### src/rtl/fifo_rd_stream_pkg.sv
// Shared types, default widths and helpers for the fifo_rd_stream drain stage.
package fifo_rd_stream_pkg;

  localparam int unsigned DEF_FIFO_WIDTH = 8;
  localparam int unsigned DEF_RD_LATENCY = 1;
  localparam int unsigned DEF_BUF_DEPTH  = 4;
  localparam int unsigned STAT_W         = 16;

  typedef enum logic {
    RUN   = 1'b0,
    FLUSH = 1'b1
  } state_t;

  // ceil(log2(value)), never less than 1 so single-entry counters still get a bit
  function automatic int unsigned clog2_min1(input int unsigned value);
    int unsigned r;
    r = 0;
    for (int unsigned i = 0; i < 32; i++) begin
      if ((32'd1 << i) < value) r = i + 1;
    end
    return (r == 0) ? 1 : r;
  endfunction

endpackage

### src/rtl/fifo_rd_stream_buf.sv
// Small register FIFO that absorbs returning read beats ahead of the stream output.
module fifo_rd_stream_buf
  import fifo_rd_stream_pkg::*;
#(
  parameter int unsigned WIDTH = DEF_FIFO_WIDTH,
  parameter int unsigned DEPTH = DEF_BUF_DEPTH,
  localparam int unsigned PTR_W = clog2_min1(DEPTH),
  localparam int unsigned OCC_W = PTR_W + 1
) (
  input  logic             clk,
  input  logic             rstN,
  input  logic             clear,
  input  logic             push,
  input  logic [WIDTH-1:0] push_data,
  input  logic             pop,
  output logic [WIDTH-1:0] head,
  output logic [OCC_W-1:0] occupancy
);

  logic [WIDTH-1:0] mem [DEPTH];
  logic [PTR_W-1:0] wr_ptr;
  logic [PTR_W-1:0] rd_ptr;

  assign head = mem[rd_ptr];

  // Clear wins over push/pop; pointers wrap naturally at DEPTH (power of two)
  always_ff @(posedge clk or negedge rstN) begin
    if (!rstN) begin
      wr_ptr    <= '0;
      rd_ptr    <= '0;
      occupancy <= '0;
      for (int i = 0; i < int'(DEPTH); i++) mem[i] <= '0;
    end else if (clear) begin
      wr_ptr    <= '0;
      rd_ptr    <= '0;
      occupancy <= '0;
    end else begin
      if (push) begin
        mem[wr_ptr] <= push_data;
        wr_ptr      <= wr_ptr + PTR_W'(1);
      end
      if (pop) rd_ptr <= rd_ptr + PTR_W'(1);
      case ({push, pop})
        2'b10:   occupancy <= occupancy + OCC_W'(1);
        2'b01:   occupancy <= occupancy - OCC_W'(1);
        default: occupancy <= occupancy;
      endcase
    end
  end

endmodule

### src/rtl/fifo_rd_stream.sv
// Drains a fixed-latency synchronous fifo into a valid/ready stream, with flush.
// Optional transfer/drop counters when FIFO_RD_STREAM_STATS_EN is defined.
module fifo_rd_stream
  import fifo_rd_stream_pkg::*;
#(
  parameter int unsigned FIFO_WIDTH = DEF_FIFO_WIDTH,
  parameter int unsigned RD_LATENCY = DEF_RD_LATENCY,
  parameter int unsigned BUF_DEPTH  = DEF_BUF_DEPTH
) (
  input  logic                  clk,
  input  logic                  rstN,
  input  logic                  fifo_empty,
  output logic                  fifo_rd_en,
  input  logic [FIFO_WIDTH-1:0] fifo_data_out,
  output logic                  m_valid,
  input  logic                  m_ready,
  output logic [FIFO_WIDTH-1:0] m_data,
  input  logic                  flush,
  output logic                  flush_done
`ifdef FIFO_RD_STREAM_STATS_EN
  ,
  output logic [STAT_W-1:0]     beat_count,
  output logic [STAT_W-1:0]     drop_count
`endif
);

  localparam int unsigned PTR_W = clog2_min1(BUF_DEPTH);
  localparam int unsigned OCC_W = PTR_W + 1;
  localparam int unsigned CNT_W = clog2_min1(RD_LATENCY + 1);
  localparam int unsigned SUM_W = OCC_W + 1;

  state_t                 state;
  state_t                 next_state;
  logic [RD_LATENCY-1:0]  inflight;
  logic [CNT_W-1:0]       inflight_cnt;
  logic [OCC_W-1:0]       occupancy;
  logic [SUM_W-1:0]       fill_sum;
  logic                   arrive;
  logic                   xfer;
  logic                   buf_clear;
  logic                   buf_push;
  logic                   done_set;

  assign arrive   = inflight[RD_LATENCY-1];
  assign xfer     = m_valid && m_ready;
  assign fill_sum = SUM_W'(occupancy) + SUM_W'(inflight_cnt);

  always_comb begin
    inflight_cnt = '0;
    for (int i = 0; i < int'(RD_LATENCY); i++) begin
      inflight_cnt = inflight_cnt + CNT_W'(inflight[i]);
    end
  end

  // Pop decision sees only registered occupancy/in-flight plus fifo_empty, never m_ready
  always_comb begin
    next_state = state;
    fifo_rd_en = 1'b0;
    m_valid    = 1'b0;
    buf_clear  = 1'b0;
    buf_push   = 1'b0;
    done_set   = 1'b0;
    case (state)
      RUN: begin
        fifo_rd_en = !fifo_empty && (fill_sum < SUM_W'(BUF_DEPTH));
        m_valid    = (occupancy != '0);
        buf_push   = arrive;
        if (flush) begin
          next_state = FLUSH;
          buf_clear  = 1'b1;
        end
      end
      FLUSH: begin
        if (inflight_cnt == '0) begin
          done_set   = 1'b1;
          next_state = flush ? FLUSH : RUN;
        end
      end
      default: next_state = RUN;
    endcase
  end

  always_ff @(posedge clk or negedge rstN) begin
    if (!rstN) begin
      state      <= RUN;
      inflight   <= '0;
      flush_done <= 1'b0;
    end else begin
      state      <= next_state;
      inflight   <= (inflight << 1) | RD_LATENCY'(fifo_rd_en);
      flush_done <= done_set;
    end
  end

  fifo_rd_stream_buf #(
    .WIDTH (FIFO_WIDTH),
    .DEPTH (BUF_DEPTH)
  ) u_buf (
    .clk       (clk),
    .rstN      (rstN),
    .clear     (buf_clear),
    .push      (buf_push),
    .push_data (fifo_data_out),
    .pop       (xfer),
    .head      (m_data),
    .occupancy (occupancy)
  );

`ifdef FIFO_RD_STREAM_STATS_EN
  localparam int unsigned DROP_W = OCC_W + 1;

  logic [DROP_W-1:0] drop_inc;
  logic [STAT_W:0]   drop_sum;

  // Beats lost to a flush: what the buffer held (minus a same-cycle transfer) plus late arrivals
  always_comb begin
    drop_inc = '0;
    if (state == RUN && flush) begin
      drop_inc = DROP_W'(occupancy) - DROP_W'(xfer) + DROP_W'(arrive);
    end else if (state == FLUSH) begin
      drop_inc = DROP_W'(arrive);
    end
  end

  assign drop_sum = {1'b0, drop_count} + (STAT_W + 1)'(drop_inc);

  always_ff @(posedge clk or negedge rstN) begin
    if (!rstN) begin
      beat_count <= '0;
      drop_count <= '0;
    end else begin
      if (xfer && (beat_count != '1)) beat_count <= beat_count + STAT_W'(1);
      drop_count <= drop_sum[STAT_W] ? '1 : drop_sum[STAT_W-1:0];
    end
  end
`endif

endmodule
### config.mk
export PLATFORM = sky130hd
export DESIGN_NAME = fifo_rd_stream
export DESIGN_NICKNAME = d
export VERILOG_FILES = /design/src/rtl/fifo_rd_stream_pkg.sv /design/src/rtl/fifo_rd_stream_buf.sv /design/src/rtl/fifo_rd_stream.sv
export SDC_FILE = /design/constraint.sdc
export NUM_CORES = 1
export LEC_CHECK = 0
export ABC_AREA = 1
export BUFFER_PORTS_ARGS = -buffer_cell sky130_fd_sc_hd__buf_2
export CAP_MARGIN = 10
export CORE_ASPECT_RATIO = 0.5
export CORE_MARGIN = 1.5
export CORE_UTILIZATION = 51
export DETAILED_ROUTE_END_ITERATION = 10
export PLACE_DENSITY_LB_ADDON = 0.25
export SYNTH_ARGS = -nofsm -noshare
export SYNTH_HDL_FRONTEND = slang
export SYNTH_SLANG_ARGS = --single-unit
### constraint.sdc
create_clock -name clk -period 1.72 [get_ports clk]
set_clock_uncertainty 0.05 [all_clocks]
set_input_delay 0 -clock clk [delete_from_list [all_inputs] [get_ports clk]]
set_output_delay 0 -clock clk [all_outputs]
set_load 0.05 [all_outputs]
==> impl_metrics.toml <==
[detailed_routing]
postRouteAntennaNets = 0
wirelength_mm = 4.26
viasPerCell = 5.04
num_vias = 1612
wl_per_cell_um = 13.3
dr.first_iter.drc_count = 135
drc = 0
first_pass_iters = 4

[clocking]
root_buffer = "clkbuf_8"
clock-sinks = 42
clk_latency_ps = 300
cts_tree = "built"
clk_pin_slew_ps = 80
cts.path.max_buffers = 2
cts_made_buffers = 5
htreeDepth = 2

[floorplanning]
core-area_um2 = 3620
initial_core_util_pct = 56.0
ioPinCount = 24
die_area_um2 = 4390
rows = 15
die_h_um = 47.6
die-width_um = 92.2

[setup_path]
r2r_slack_ps = 20
required_ps = 1850
startpoint_type = "flip-flop"
r2r-end = "u_buf.occupancy[2]"
end_kind = "flip-flop"
critPathKind = "flip-flop to flip-flop"
arrival_ps = 1830
reg2regPathDepth = 10
cp_max_fo = 4
rr_startpoint = "u_buf.occupancy[0]"

[global_routing]
grt-ovfl-total = 0
grt_pass1_wl_mm = 6.89
grt_pass1_vias = 1511
antenna_found_initial = 0
grt_max_degree = 43
grt_busiest_layer = "met2"
grt_use_met2_pct = 36.1
met1_usage_pct = 27.0
grt_use_total_pct = 21.2
met3_usage_pct = 5.56

[sta]
rsz0062_at_grt = "true"
post-route-period-util_pct = 98.8
final.min_clock_period_ps = 1700
fmax_mhz = 589
tightest_slew_ps = 539
hold_viol = 0
maxSlewViolCount = 0
maxSlewHeadroom_pct = 64.0
finalSetupViolCount = 0
timing.setup.tns_ps = 0

[yosys]
yosys-top-cells-count = "nand2_1, dfrtp_1, o21ai_1, nor2_1, o21ai_0"
ys_seq_area_share_pct = 51.8
synth.lib_cells_used.distinct = 29
syn_area_um2 = 2030
synth_top_area_share_pct = 51.8
synth_cells = 221
syn-num-nets = 239
synth_most_common_cell = "nand2_1"
synth-main-ff-cell = "dfrtp_1"
syn_area_per_cell_um2 = 9.18
synth-edff-count = 0
synth_area_leaders = "dfrtp_1, nand2_1, o21ai_1"
yosys.area.top_type = "dfrtp_1"
ys_async_sr_fraction_pct = 100
synth_seq_cells = 42
yosysWarnings = 0

[power_and_ir_drop]
p_leak_uw = 0.00127
power_uw = 3670
p_comb_share_pct = 47.3
p_sw_uw = 1660
clkPwrFrac_pct = 17.4
power_frac_seq_pct = 35.3
power_density_nw_per_um2 = 1480
p_sw_share_pct = 45.2
ir_drop_mv = 0.733
intPower_uw = 2010

[cells_and_area]
antennaDiodeCount = 0
layout-drive-gt1-share_pct = 26.0
final_nets = 286
seqCellArea_um2 = 1050
area_delta_synth_final_pct = 22.4
finish.utilization_pct = 68.6
final_cell_area_um2 = 2480
multi_input_area_um2 = 858
fillers = 284

[run_status]
status = "complete, no violations"

[job]
drv_cap = 0

[placed_design]
gp_congestion = 0.861
hpwl_mm = 2.71
placed_cell_area_um2 = 2210
portBuffers = 23

[worst_hold_path]
min_path_type = "primary input to asynchronous set/reset pin"
==> cells by family (layout without fill, tap and decap cells) <==
kind of cell | after synthesis | in the layout | synth area share (%)
xor+xnor | 1 | 1 | 0.432
fa+ha+maj | 5 | 5 | 3.45
buf+inv | 28 | 76 | 6.97
flops | 42 | 42 | 51.8
simple gates | 81 | 81 | 19.4
compound gates | 64 | 64 | 17.9
==> flip-flops by register name (all words and copies together) (netlist names) <==
register,count
arrive,1
flush_done,1
state,1
u_buf.mem,32
u_buf.occupancy,3
u_buf.rd_ptr,2
u_buf.wr_ptr,2
==> per-layer routing <==
| layer | part of all wire, % | routed length [um] | up-vias |
|---|---|---|---|
| met1 | 48 | 2040 | 754 |
| met5 | 0 | 0 | - |
| met4 | 1.3 | 55 | 0 |
| met2 | 47 | 1990 | 34 |
| met3 | 3.9 | 168 | 7 |
| li1 | - | - | 817 |
==> layout by cell type (no fill, tap or decap), drive strengths merged <==
cell / instances
nand4: 2
a21oi: 3
clkbuf: 5
dlygate4sd3: 12
nand3: 2
dfrtp: 42
o22ai: 8
nand3b: 1
buf: 35
inv: 22
ha: 4
nor2: 22
nor3: 3
o21ai: 52
nand2: 50
a22o: 1
xor2: 1
clkinv: 2
nor4: 1
fa: 1
==> power by group through the flow <==
stage	clock network [uW]	registers (uW)	logic, uW
2_1_floorplan	0	1320	1220
3_3_place_gp	0	1300	1600
3_5_place_dp	0	1310	1630
4_1_cts	659	1290	1660
5_1_grt	693	1320	1880
6_report	639	1290	1740
==> timing repair <==
action | 4_1_cts | 5_1_grt
endpoints found under the setup margin | 1 | 5
hold endpoints to repair | 78 | 0
gates resized for setup | 1 | 5
pin swaps | 1 | 4
buffers inserted | 0 | 6
hold buffers | 12 | 0
==> final cells by class <==
| type | instances | area share [%] |
|---|---|---|
| Tap cell | 51 | 2.57 |
| Multi-Input combinational cell | 151 | 34.5 |
| Clock buffer | 5 | 2.77 |
| Sequential cell | 42 | 42.3 |
| Inverter | 21 | 3.47 |
| Timing Repair Buffer | 47 | 13.6 |
| Clock inverter | 3 | 0.755 |
==> worst max-delay path, stage by stage (launching register included) <==
cell     delay (ps)
dfrtp_1         380
nor2_1          260
nand2_4         100
nand4_4         130
fa_2            240
xor2_2          160
inv_1            60
nand2_1          60
nand2_1          50
nand2_1          60
nand2_1          50
==> stage by stage <==
step | hold WS, ps | setup WS [ps] | instances
floorplan | -346 | -21.6 | 221
global placement | 47.6 | 113 | 294
detailed placement | 53.7 | 21.5 | 294
CTS | 263 | 14.3 | 314
global route | 311 | -91.7 | 320
finish | 245 | 21.0 | 320
==> how the worst max path moves through the flow <==
stage | start | endpoint | slack (ps)
global placement | u_buf.occupancy[1] | u_buf.occupancy[2] | 110
floorplan | state | arrive | -20
CTS | u_buf.occupancy[1] | u_buf.occupancy[2] | 10
global route | u_buf.occupancy[0] | u_buf.occupancy[2] | -90
finish | u_buf.occupancy[0] | u_buf.occupancy[2] | 20
detailed placement | u_buf.occupancy[1] | u_buf.occupancy[2] | 20
Note: power is estimated with default switching activity, not from simulation.
